### src/rtl/matmul_lanes_seq_pkg.sv
// Shared definitions for the lane-parallel float32 matrix multiplier:
// element width, the +0.0 constant, FSM state encoding and a ceil-division
// helper used to size the column-group sweep.
package matmul_lanes_seq_pkg;

   localparam int          FP_W    = 32;
   localparam logic [31:0] FP_ZERO = 32'h0000_0000;

   typedef enum logic [1:0] {
      S_IDLE  = 2'd0,
      S_MAC   = 2'd1,
      S_STORE = 2'd2
   } state_e;

   // ceil(a / b) for positive operands
   function automatic int ceil_div(input int a, input int b);
      return (a + b - 1) / b;
   endfunction

endpackage

### src/rtl/matmul_lanes_seq_fp_mac_lane.sv
// One multiply-accumulate lane: acc <= acc + a*b per enabled cycle.
// The float32 multiplier and adder are combinational, round-to-nearest-even;
// subnormal inputs and results are flushed to signed zero.
module fp_mac_lane
   import matmul_lanes_seq_pkg::*;
(
   input  logic            clk,
   input  logic            rst_n,
   input  logic            clr,
   input  logic            en,
   input  logic [FP_W-1:0] a,
   input  logic [FP_W-1:0] b,
   output logic [FP_W-1:0] acc
);

   logic [FP_W-1:0] acc_q, acc_d;

   function automatic logic [31:0] fp_mul(input logic [31:0] x, input logic [31:0] y);
      logic               s, x_nan, y_nan, x_inf, y_inf, x_z, y_z, g, st;
      logic [47:0]        p;
      logic signed [10:0] e;
      logic [22:0]        m;
      logic [24:0]        r;
      logic [31:0]        res;
      s     = x[31] ^ y[31];
      x_nan = (x[30:23] == 8'hFF) && (x[22:0] != 23'd0);
      y_nan = (y[30:23] == 8'hFF) && (y[22:0] != 23'd0);
      x_inf = (x[30:23] == 8'hFF) && (x[22:0] == 23'd0);
      y_inf = (y[30:23] == 8'hFF) && (y[22:0] == 23'd0);
      x_z   = (x[30:23] == 8'd0);
      y_z   = (y[30:23] == 8'd0);
      p     = {24'd0, 1'b1, x[22:0]} * {24'd0, 1'b1, y[22:0]};
      e     = 11'(x[30:23]) + 11'(y[30:23]) - 11'd127;
      if (p[47]) begin
         m  = p[46:24];
         g  = p[23];
         st = |p[22:0];
         e  = e + 11'sd1;
      end else begin
         m  = p[45:23];
         g  = p[22];
         st = |p[21:0];
      end
      r = {2'b01, m} + {24'd0, g & (st | m[0])};
      if (r[24]) begin
         e = e + 11'sd1;
         m = r[23:1];
      end else begin
         m = r[22:0];
      end
      if (x_nan || y_nan || (x_inf && y_z) || (y_inf && x_z)) res = 32'h7FC0_0000;
      else if (x_inf || y_inf)                                 res = {s, 8'hFF, 23'd0};
      else if (x_z || y_z)                                     res = {s, 31'd0};
      else if (e >= 11'sd255)                                  res = {s, 8'hFF, 23'd0};
      else if (e <= 11'sd0)                                    res = {s, 31'd0};
      else                                                     res = {s, e[7:0], m};
      return res;
   endfunction

   function automatic logic [31:0] fp_add(input logic [31:0] x, input logic [31:0] y);
      logic              x_nan, y_nan, x_inf, y_inf, x_z, y_z, zero_res;
      logic [31:0]       big, sml, res;
      logic [7:0]        d;
      logic [26:0]       mb, ms, msh, nrm;
      logic [27:0]       sum;
      logic [4:0]        lz;
      logic signed [9:0] e;
      logic [24:0]       r;
      logic [22:0]       m;
      x_nan = (x[30:23] == 8'hFF) && (x[22:0] != 23'd0);
      y_nan = (y[30:23] == 8'hFF) && (y[22:0] != 23'd0);
      x_inf = (x[30:23] == 8'hFF) && (x[22:0] == 23'd0);
      y_inf = (y[30:23] == 8'hFF) && (y[22:0] == 23'd0);
      x_z   = (x[30:23] == 8'd0);
      y_z   = (y[30:23] == 8'd0);
      if (x[30:0] >= y[30:0]) begin
         big = x;
         sml = y;
      end else begin
         big = y;
         sml = x;
      end
      // 27-bit working mantissa: hidden bit, 23 fraction bits, guard, round, sticky
      mb = {1'b1, big[22:0], 3'b000};
      ms = {1'b1, sml[22:0], 3'b000};
      d  = big[30:23] - sml[30:23];
      if (d >= 8'd27) begin
         msh = 27'd1;
      end else begin
         msh    = ms >> d;
         msh[0] = msh[0] | (|(ms & ((27'd1 << d) - 27'd1)));
      end
      e        = 10'(big[30:23]);
      zero_res = 1'b0;
      if (big[31] == sml[31]) begin
         sum = {1'b0, mb} + {1'b0, msh};
         if (sum[27]) begin
            nrm    = sum[27:1];
            nrm[0] = sum[1] | sum[0];
            e      = e + 10'sd1;
         end else begin
            nrm = sum[26:0];
         end
      end else begin
         nrm      = mb - msh;
         zero_res = (nrm == 27'd0);
         lz       = 5'd0;
         for (int i = 0; i < 27; i++) begin
            if (nrm[i]) lz = 5'(26 - i);
         end
         nrm = nrm << lz;
         e   = e - 10'(lz);
      end
      r = {1'b0, nrm[26:3]} + {24'd0, nrm[2] & ((|nrm[1:0]) | nrm[3])};
      if (r[24]) begin
         e = e + 10'sd1;
         m = r[23:1];
      end else begin
         m = r[22:0];
      end
      if (x_nan || y_nan || (x_inf && y_inf && (x[31] != y[31]))) res = 32'h7FC0_0000;
      else if (x_inf)        res = x;
      else if (y_inf)        res = y;
      else if (x_z && y_z)   res = {x[31] & y[31], 31'd0};
      else if (x_z)          res = y;
      else if (y_z)          res = x;
      else if (zero_res)     res = FP_ZERO;
      else if (e >= 10'sd255) res = {big[31], 8'hFF, 23'd0};
      else if (e <= 10'sd0)  res = {big[31], 31'd0};
      else                   res = {big[31], e[7:0], m};
      return res;
   endfunction

   // next accumulator value: clear wins over accumulate
   always_comb begin
      acc_d = acc_q;
      if (clr)     acc_d = FP_ZERO;
      else if (en) acc_d = fp_add(acc_q, fp_mul(a, b));
   end

   // accumulator register
   always_ff @(posedge clk or negedge rst_n) begin
      if (!rst_n) acc_q <= FP_ZERO;
      else        acc_q <= acc_d;
   end

   assign acc = acc_q;

endmodule

### src/rtl/matmul_lanes_seq.sv
// Lane-parallel sequential float32 matrix multiplier R = A x B (B given
// transposed). LANES result columns of one row are accumulated together,
// one MAC per lane per cycle; operands are captured at the start handshake.
// Optional build macro MATMUL_SEQ_RELU_EN clamps negative results to +0.0.
module matmul_lanes_seq
   import matmul_lanes_seq_pkg::*;
#(
   parameter int L     = 1,
   parameter int M     = 1,
   parameter int N     = 1,
   parameter int LANES = 1
) (
   input  logic                clk,
   input  logic                rst_n,
   input  logic                start,
   input  logic [FP_W*L*M-1:0] A,
   input  logic [FP_W*N*M-1:0] B_T,
   output logic [FP_W*L*N-1:0] result,
   output logic                busy,
   output logic                done
);

   localparam int G  = ceil_div(N, LANES);
   localparam int RW = (L > 1) ? $clog2(L) : 1;
   localparam int KW = (M > 1) ? $clog2(M) : 1;
   localparam int CW = $clog2(N + LANES) + 1;

   state_e                state_q, state_d;
   logic [RW-1:0]         row_q, row_d;
   logic [KW-1:0]         k_q, k_d;
   logic [CW-1:0]         col_q, col_d;
   logic [FP_W*L*M-1:0]   a_q, a_d;
   logic [FP_W*N*M-1:0]   bt_q, bt_d;
   logic [FP_W*L*N-1:0]   result_q, result_d;
   logic                  busy_q, busy_d;
   logic                  done_q, done_d;

   logic                  lane_clr, lane_en;
   logic [FP_W-1:0]       a_elem;
   logic [FP_W-1:0]       lane_b   [LANES];
   logic [FP_W-1:0]       lane_acc [LANES];

   // operand fetch: A[row][k] shared, B_T[col_base+l][k] per lane (masked lanes see 0)
   always_comb begin
      a_elem = a_q[FP_W*(M*int'(row_q) + int'(k_q)) +: FP_W];
      for (int l = 0; l < LANES; l++) begin
         lane_b[l] = FP_ZERO;
         if (int'(col_q) + l < N)
            lane_b[l] = bt_q[FP_W*(M*(int'(col_q) + l) + int'(k_q)) +: FP_W];
      end
   end

   assign lane_clr = ((state_q == S_IDLE) && start) || (state_q == S_STORE);
   assign lane_en  = (state_q == S_MAC);

   for (genvar gl = 0; gl < LANES; gl++) begin : g_lane
      fp_mac_lane u_lane (
         .clk   (clk),
         .rst_n (rst_n),
         .clr   (lane_clr),
         .en    (lane_en),
         .a     (a_elem),
         .b     (lane_b[gl]),
         .acc   (lane_acc[gl])
      );
   end

   // FSM next state, counters, operand capture and result write-back
   always_comb begin
      int              idx;
      logic [FP_W-1:0] v;
      idx      = 0;
      v        = FP_ZERO;
      state_d  = state_q;
      row_d    = row_q;
      k_d      = k_q;
      col_d    = col_q;
      a_d      = a_q;
      bt_d     = bt_q;
      result_d = result_q;
      busy_d   = busy_q;
      done_d   = 1'b0;
      case (state_q)
         S_IDLE: begin
            if (start) begin
               a_d     = A;
               bt_d    = B_T;
               row_d   = '0;
               col_d   = '0;
               k_d     = '0;
               busy_d  = 1'b1;
               state_d = S_MAC;
            end
         end
         S_MAC: begin
            k_d = k_q + KW'(1);
            if (int'(k_q) == M - 1) begin
               k_d     = '0;
               state_d = S_STORE;
            end
         end
         S_STORE: begin
            for (int l = 0; l < LANES; l++) begin
               if (int'(col_q) + l < N) begin
                  idx = N*int'(row_q) + int'(col_q) + l;
                  v   = lane_acc[l];
`ifdef MATMUL_SEQ_RELU_EN
                  if (v[FP_W-1]) v = FP_ZERO;
`endif
                  result_d[FP_W*idx +: FP_W] = v;
               end
            end
            k_d     = '0;
            state_d = S_MAC;
            if (int'(col_q) == (G - 1) * LANES) begin
               col_d = '0;
               row_d = row_q + RW'(1);
               if (int'(row_q) == L - 1) begin
                  row_d   = '0;
                  busy_d  = 1'b0;
                  done_d  = 1'b1;
                  state_d = S_IDLE;
               end
            end else begin
               col_d = col_q + CW'(LANES);
            end
         end
         default: state_d = S_IDLE;
      endcase
   end

   // state, counters, captured operands and result registers
   always_ff @(posedge clk or negedge rst_n) begin
      if (!rst_n) begin
         state_q  <= S_IDLE;
         row_q    <= '0;
         k_q      <= '0;
         col_q    <= '0;
         a_q      <= '0;
         bt_q     <= '0;
         result_q <= '0;
         busy_q   <= 1'b0;
         done_q   <= 1'b0;
      end else begin
         state_q  <= state_d;
         row_q    <= row_d;
         k_q      <= k_d;
         col_q    <= col_d;
         a_q      <= a_d;
         bt_q     <= bt_d;
         result_q <= result_d;
         busy_q   <= busy_d;
         done_q   <= done_d;
      end
   end

   assign result = result_q;
   assign busy   = busy_q;
   assign done   = done_q;

endmodule
### config.mk
export PLATFORM = sky130hd
export DESIGN_NAME = matmul_lanes_seq
export DESIGN_NICKNAME = d
export VERILOG_FILES = /design/src/rtl/matmul_lanes_seq_pkg.sv /design/src/rtl/matmul_lanes_seq_fp_mac_lane.sv /design/src/rtl/matmul_lanes_seq.sv
export SDC_FILE = /design/constraint.sdc
export NUM_CORES = 2
export LEC_CHECK = 0
export CAP_MARGIN = 20
export CORE_MARGIN = 3
export CORE_UTILIZATION = 23
export CTS_BUF_LIST = sky130_fd_sc_hd__clkbuf_16
export DETAILED_ROUTE_END_ITERATION = 16
export GPL_ROUTABILITY_DRIVEN = 0
export PLACE_DENSITY = 0.39
export REMOVE_ABC_BUFFERS = 1
export SETUP_SLACK_MARGIN = 0.5
export SLEW_MARGIN = 40
export SYNTH_ARGS = -nofsm -noshare
export SYNTH_HDL_FRONTEND = slang
export SYNTH_SLANG_ARGS = --single-unit
### constraint.sdc
create_clock -name clk -period 30.1 [get_ports clk]
set_clock_uncertainty 0.05 [all_clocks]
set_input_delay 6.02 -clock clk [delete_from_list [all_inputs] [get_ports clk]]
set_output_delay 6.02 -clock clk [all_outputs]
set_load 0.005 [all_outputs]
==> results by group <==
Worst setup path
  – Crit path from: col_q[0]
  – CP Max Fanout: 95
  – Critical-path top delay cell: mux2i_1
  – CP startpoint kind: flip-flop
  – Arrival time of the worst setup path: 28.23 ns
  – Critical path required time: 30.48 ns
  – Crit path capture type: flip-flop
  – R2R depth: 84
  – R2R Path Start: col_q[0]
  – Critical path class: flip-flop to flip-flop
  – Slowest stage delay, CP: 0.71 ns

Timing
  – Final number of max-transition violations: 0
  – Worst slew pin tran: 0.9013 ns
  – Worst slew margin: 39.28%
  – Final setup fails: 0
  – Final setup TNS: 0 ns
  – Min cycle time layout: 27.86 ns
  – Fmax achieved: 35.90 MHz
  – Post-route clock period utilization: 92.55%
  – RSZ-0062 raised after global routing: false
  – Final Hold Vio Count: 0

Finish
  – Share of post-route cells with drive strength above 1: 6.558%
  – Layout area overhead: 10.65%
  – Util after Layout: 25.65%
  – Non-Filler Cell Area, Final: 0.04405 mm^2
  – Non-Filler Instances: 7345
  – Fin nets: 5850

Route
  – DR pass1 iterations: 6
  – Via-per-instance ratio: 5.113
  – Drt wl/cell: 23.61 um
  – Initial DRC count: 3142
  – Via count: 37560
  – Post-route ant nets: 0
  – Final wirelength: 173400 um
  – DRC viols: 0

Synth
  – Post-synth top area share: 24.39%
  – Post-Syn Instances: 5110
  – Asr flop ratio synth: 100.0%
  – Post-synth EDFFs: 0
  – Synth Warn #: 0
  – Sequential area share after synthesis: 8.423%
  – Post-synthesis register bit count: 134
  – Post-synth top area cell: fa_1
  – Synth unique cells: 117
  – Synth top area cells: fa_1, ha_1, dfrtp_1
  – Syn avg cell area: 7.790 um^2
  – Post-Syn Area: 0.03981 mm^2
  – Main flop type after synthesis: dfrtp_1

GRT
  – Vias in the first global route: 38330
  – Initial antenna violation count: 10
  – Pin count of the biggest net entering global routing: 96
  – First-pass GRT wire length: 261100 um
  – Remaining global-route overflow: 0
  – Gr usage total: 19.32%

Worst hold path
  – Hold path depth: 2
  – HP Class: flip-flop to flip-flop
  – Worst hold start: result[11]

Placement
  – Placed Area: 0.04337 mm^2
  – IO buf count: 100
  – Inst Count DP: 7309
  – Hpwl dp: 138500 um

Die
  – Die ar.: 0.1781 mm^2
  – Width of the die: 422.0 um
  – Initial core utilization: 23.18%
  – Number of I/O pins: 101
  – Core Rows: 152
  – Core Area: 0.1717 mm^2
  – Die height: 422.0 um

Clocking
  – Post-CTS Setup Bufs: 0
  – TritonCTS clock tree: done
  – CTS HTree Levels: 4
  – Max Buffers Root-to-Sink: 2
  – Worst skew pair latency: 0.56 ns
  – Clock sink count: 134
  – Clock root buffer master: clkbuf_16
  – CTS Buf Count: 17
  – Clock transition at path regs: 0.07 ns

Run status
  – Status: finished, final reports clean

Job
  – Max_cap viols: 0
[per-stage QoR]
| stage | hold WS, ns | setup slack (ns) |
|---|---|---|
| global placement | 0.4180 | 2.459 |
| floorplan | 0.3914 | 1.615 |
| global route | 0.4572 | 0.6212 |
| CTS | 0.4416 | 2.240 |
| detailed placement | 0.4242 | 2.329 |
| finish | 0.4333 | 2.242 |
[kinds of logic (layout without fill, tap and decap cells)]
group                      Yosys count  after routing  synth area share [%]
buffers and inverters              997            919                 9.592
other                                0              3                     0
AOI/OAI and AO/OA                 1053           1053                 17.95
adders and majority gates          764            764                 33.16
xor gates and xnor gates           182            182                 4.098
and+or+nand+nor                   1840           1840                 22.78
muxes                              140            140                 3.998
DFF                                134            134                 8.423
[synthesized netlist by cell type (12+ instances only)]
cell	number
a211oi_1	50
a311oi_1	20
mux2_2	76
o21a_1	48
a21boi_0	15
nor2_1	297
xnor2_1	129
nand3_1	104
nand4_1	74
a221oi_1	15
nand2_1	692
o31ai_1	40
o21bai_1	28
clkbuf_1	254
mux2i_1	55
buf_2	42
fa_1	485
o31a_1	12
ha_1	279
and2_1	72
o21ai_1	19
and3_1	289
and4_1	13
nor4_1	52
nor2b_1	16
inv_1	683
or4_1	14
or3_1	27
xor2_1	49
dfrtp_1	134
nand2b_1	32
o211ai_1	51
or2_2	21
a21o_1	61
o221ai_1	24
nor3_1	74
a31oi_1	39
a21oi_1	217
o22ai_1	19
a22oi_1	21
o21ai_0	225
o2111ai_1	14
[cells in the final DEF (no fill, tap or decap), types with 51 or more instances in the layout]
cell type / netlist / final
nand2_1: 692 / 691
inv_1: 683 / 683
fa_1: 485 / 485
nor2_1: 297 / 295
and3_1: 289 / 287
ha_1: 279 / 279
o21ai_0: 225 / 222
a21oi_1: 217 / 216
dfrtp_1: 134 / 131
xnor2_1: 129 / 124
nand3_1: 104 / 104
clkdlybuf4s50_1: 0 / 99
buf_4: 2 / 96
mux2_2: 76 / 76
nand4_1: 74 / 74
nor3_1: 74 / 71
and2_1: 72 / 70
a21o_1: 61 / 61
mux2i_1: 55 / 55
o211ai_1: 51 / 51
nor4_1: 52 / 51
[worst max-delay path: cells and delay by family, from the launching register on]
| kind | cells | cell delay (ns) |
|---|---|---|
| AOI/OAI and AO/OA | 27 | 7.49 |
| xor gates and xnor gates | 2 | 0.71 |
| adders and majority gates | 12 | 5.35 |
| buffers and inverters | 10 | 2.20 |
| DFF | 1 | 0.41 |
| muxes | 4 | 1.57 |
| and+or+nand+nor | 29 | 9.73 |
[worst paths after layout]
| kind | slack (ns) | to |
|---|---|---|
| worst min-delay path | 0.43 | result[11] |
| max in group asynchronous | 23.00 | bt_q[2] |
| worst min register to register | 0.43 | result[11] |
| min in group asynchronous | 5.34 | a_q[22] |
| worst max-delay path | 2.24 | g_lane[0].u_lane.acc[3] |
| worst max register to register | 2.24 | g_lane[0].u_lane.acc[3] |
[per-layer routing]
| layer | track usage (%) | vias to the layer above | share of wire [%] |
|---|---|---|---|
| met3 | 2.262 | 186 | 4.9 |
| met5 | 0 | - | 0 |
| met1 | 26.07 | 18980 | 44 |
| met4 | 4.840 | 0 | 2.5 |
| li1 | - | 17220 | - |
| met2 | 32.70 | 1166 | 48 |
[final cells by class]
| class | count | area (um^2) |
|---|---|---|
| Inverter | 688 | 2584 |
| Clock inverter | 15 | 192.7 |
| Fill cell | 18950 | 127700 |
| Multi-Input combinational cell | 3979 | 32810 |
| Tap cell | 2310 | 2890 |
| Antenna cell | 3 | 7.507 |
| Timing Repair Buffer | 199 | 1782 |
| Sequential cell | 134 | 3357 |
| Clock buffer | 17 | 425.4 |
[registers in the layout, indices dropped and copies added, names as in the netlist]
register and flops:
state_q 2, bt_q 32, col_q 2, g_lane.u_lane.acc 32, busy 1, a_q 32, result 32, done 1
[what timing repair did]
item                                    in CTS  in global routing
endpoints found under the setup margin       0                 31
gates resized for setup                      0                  4
hold buffers                                 0                  0
Power is left out: the tool's default activity adds up to more than one toggle a clock period on the data nets, which glitch-free logic cannot reach.
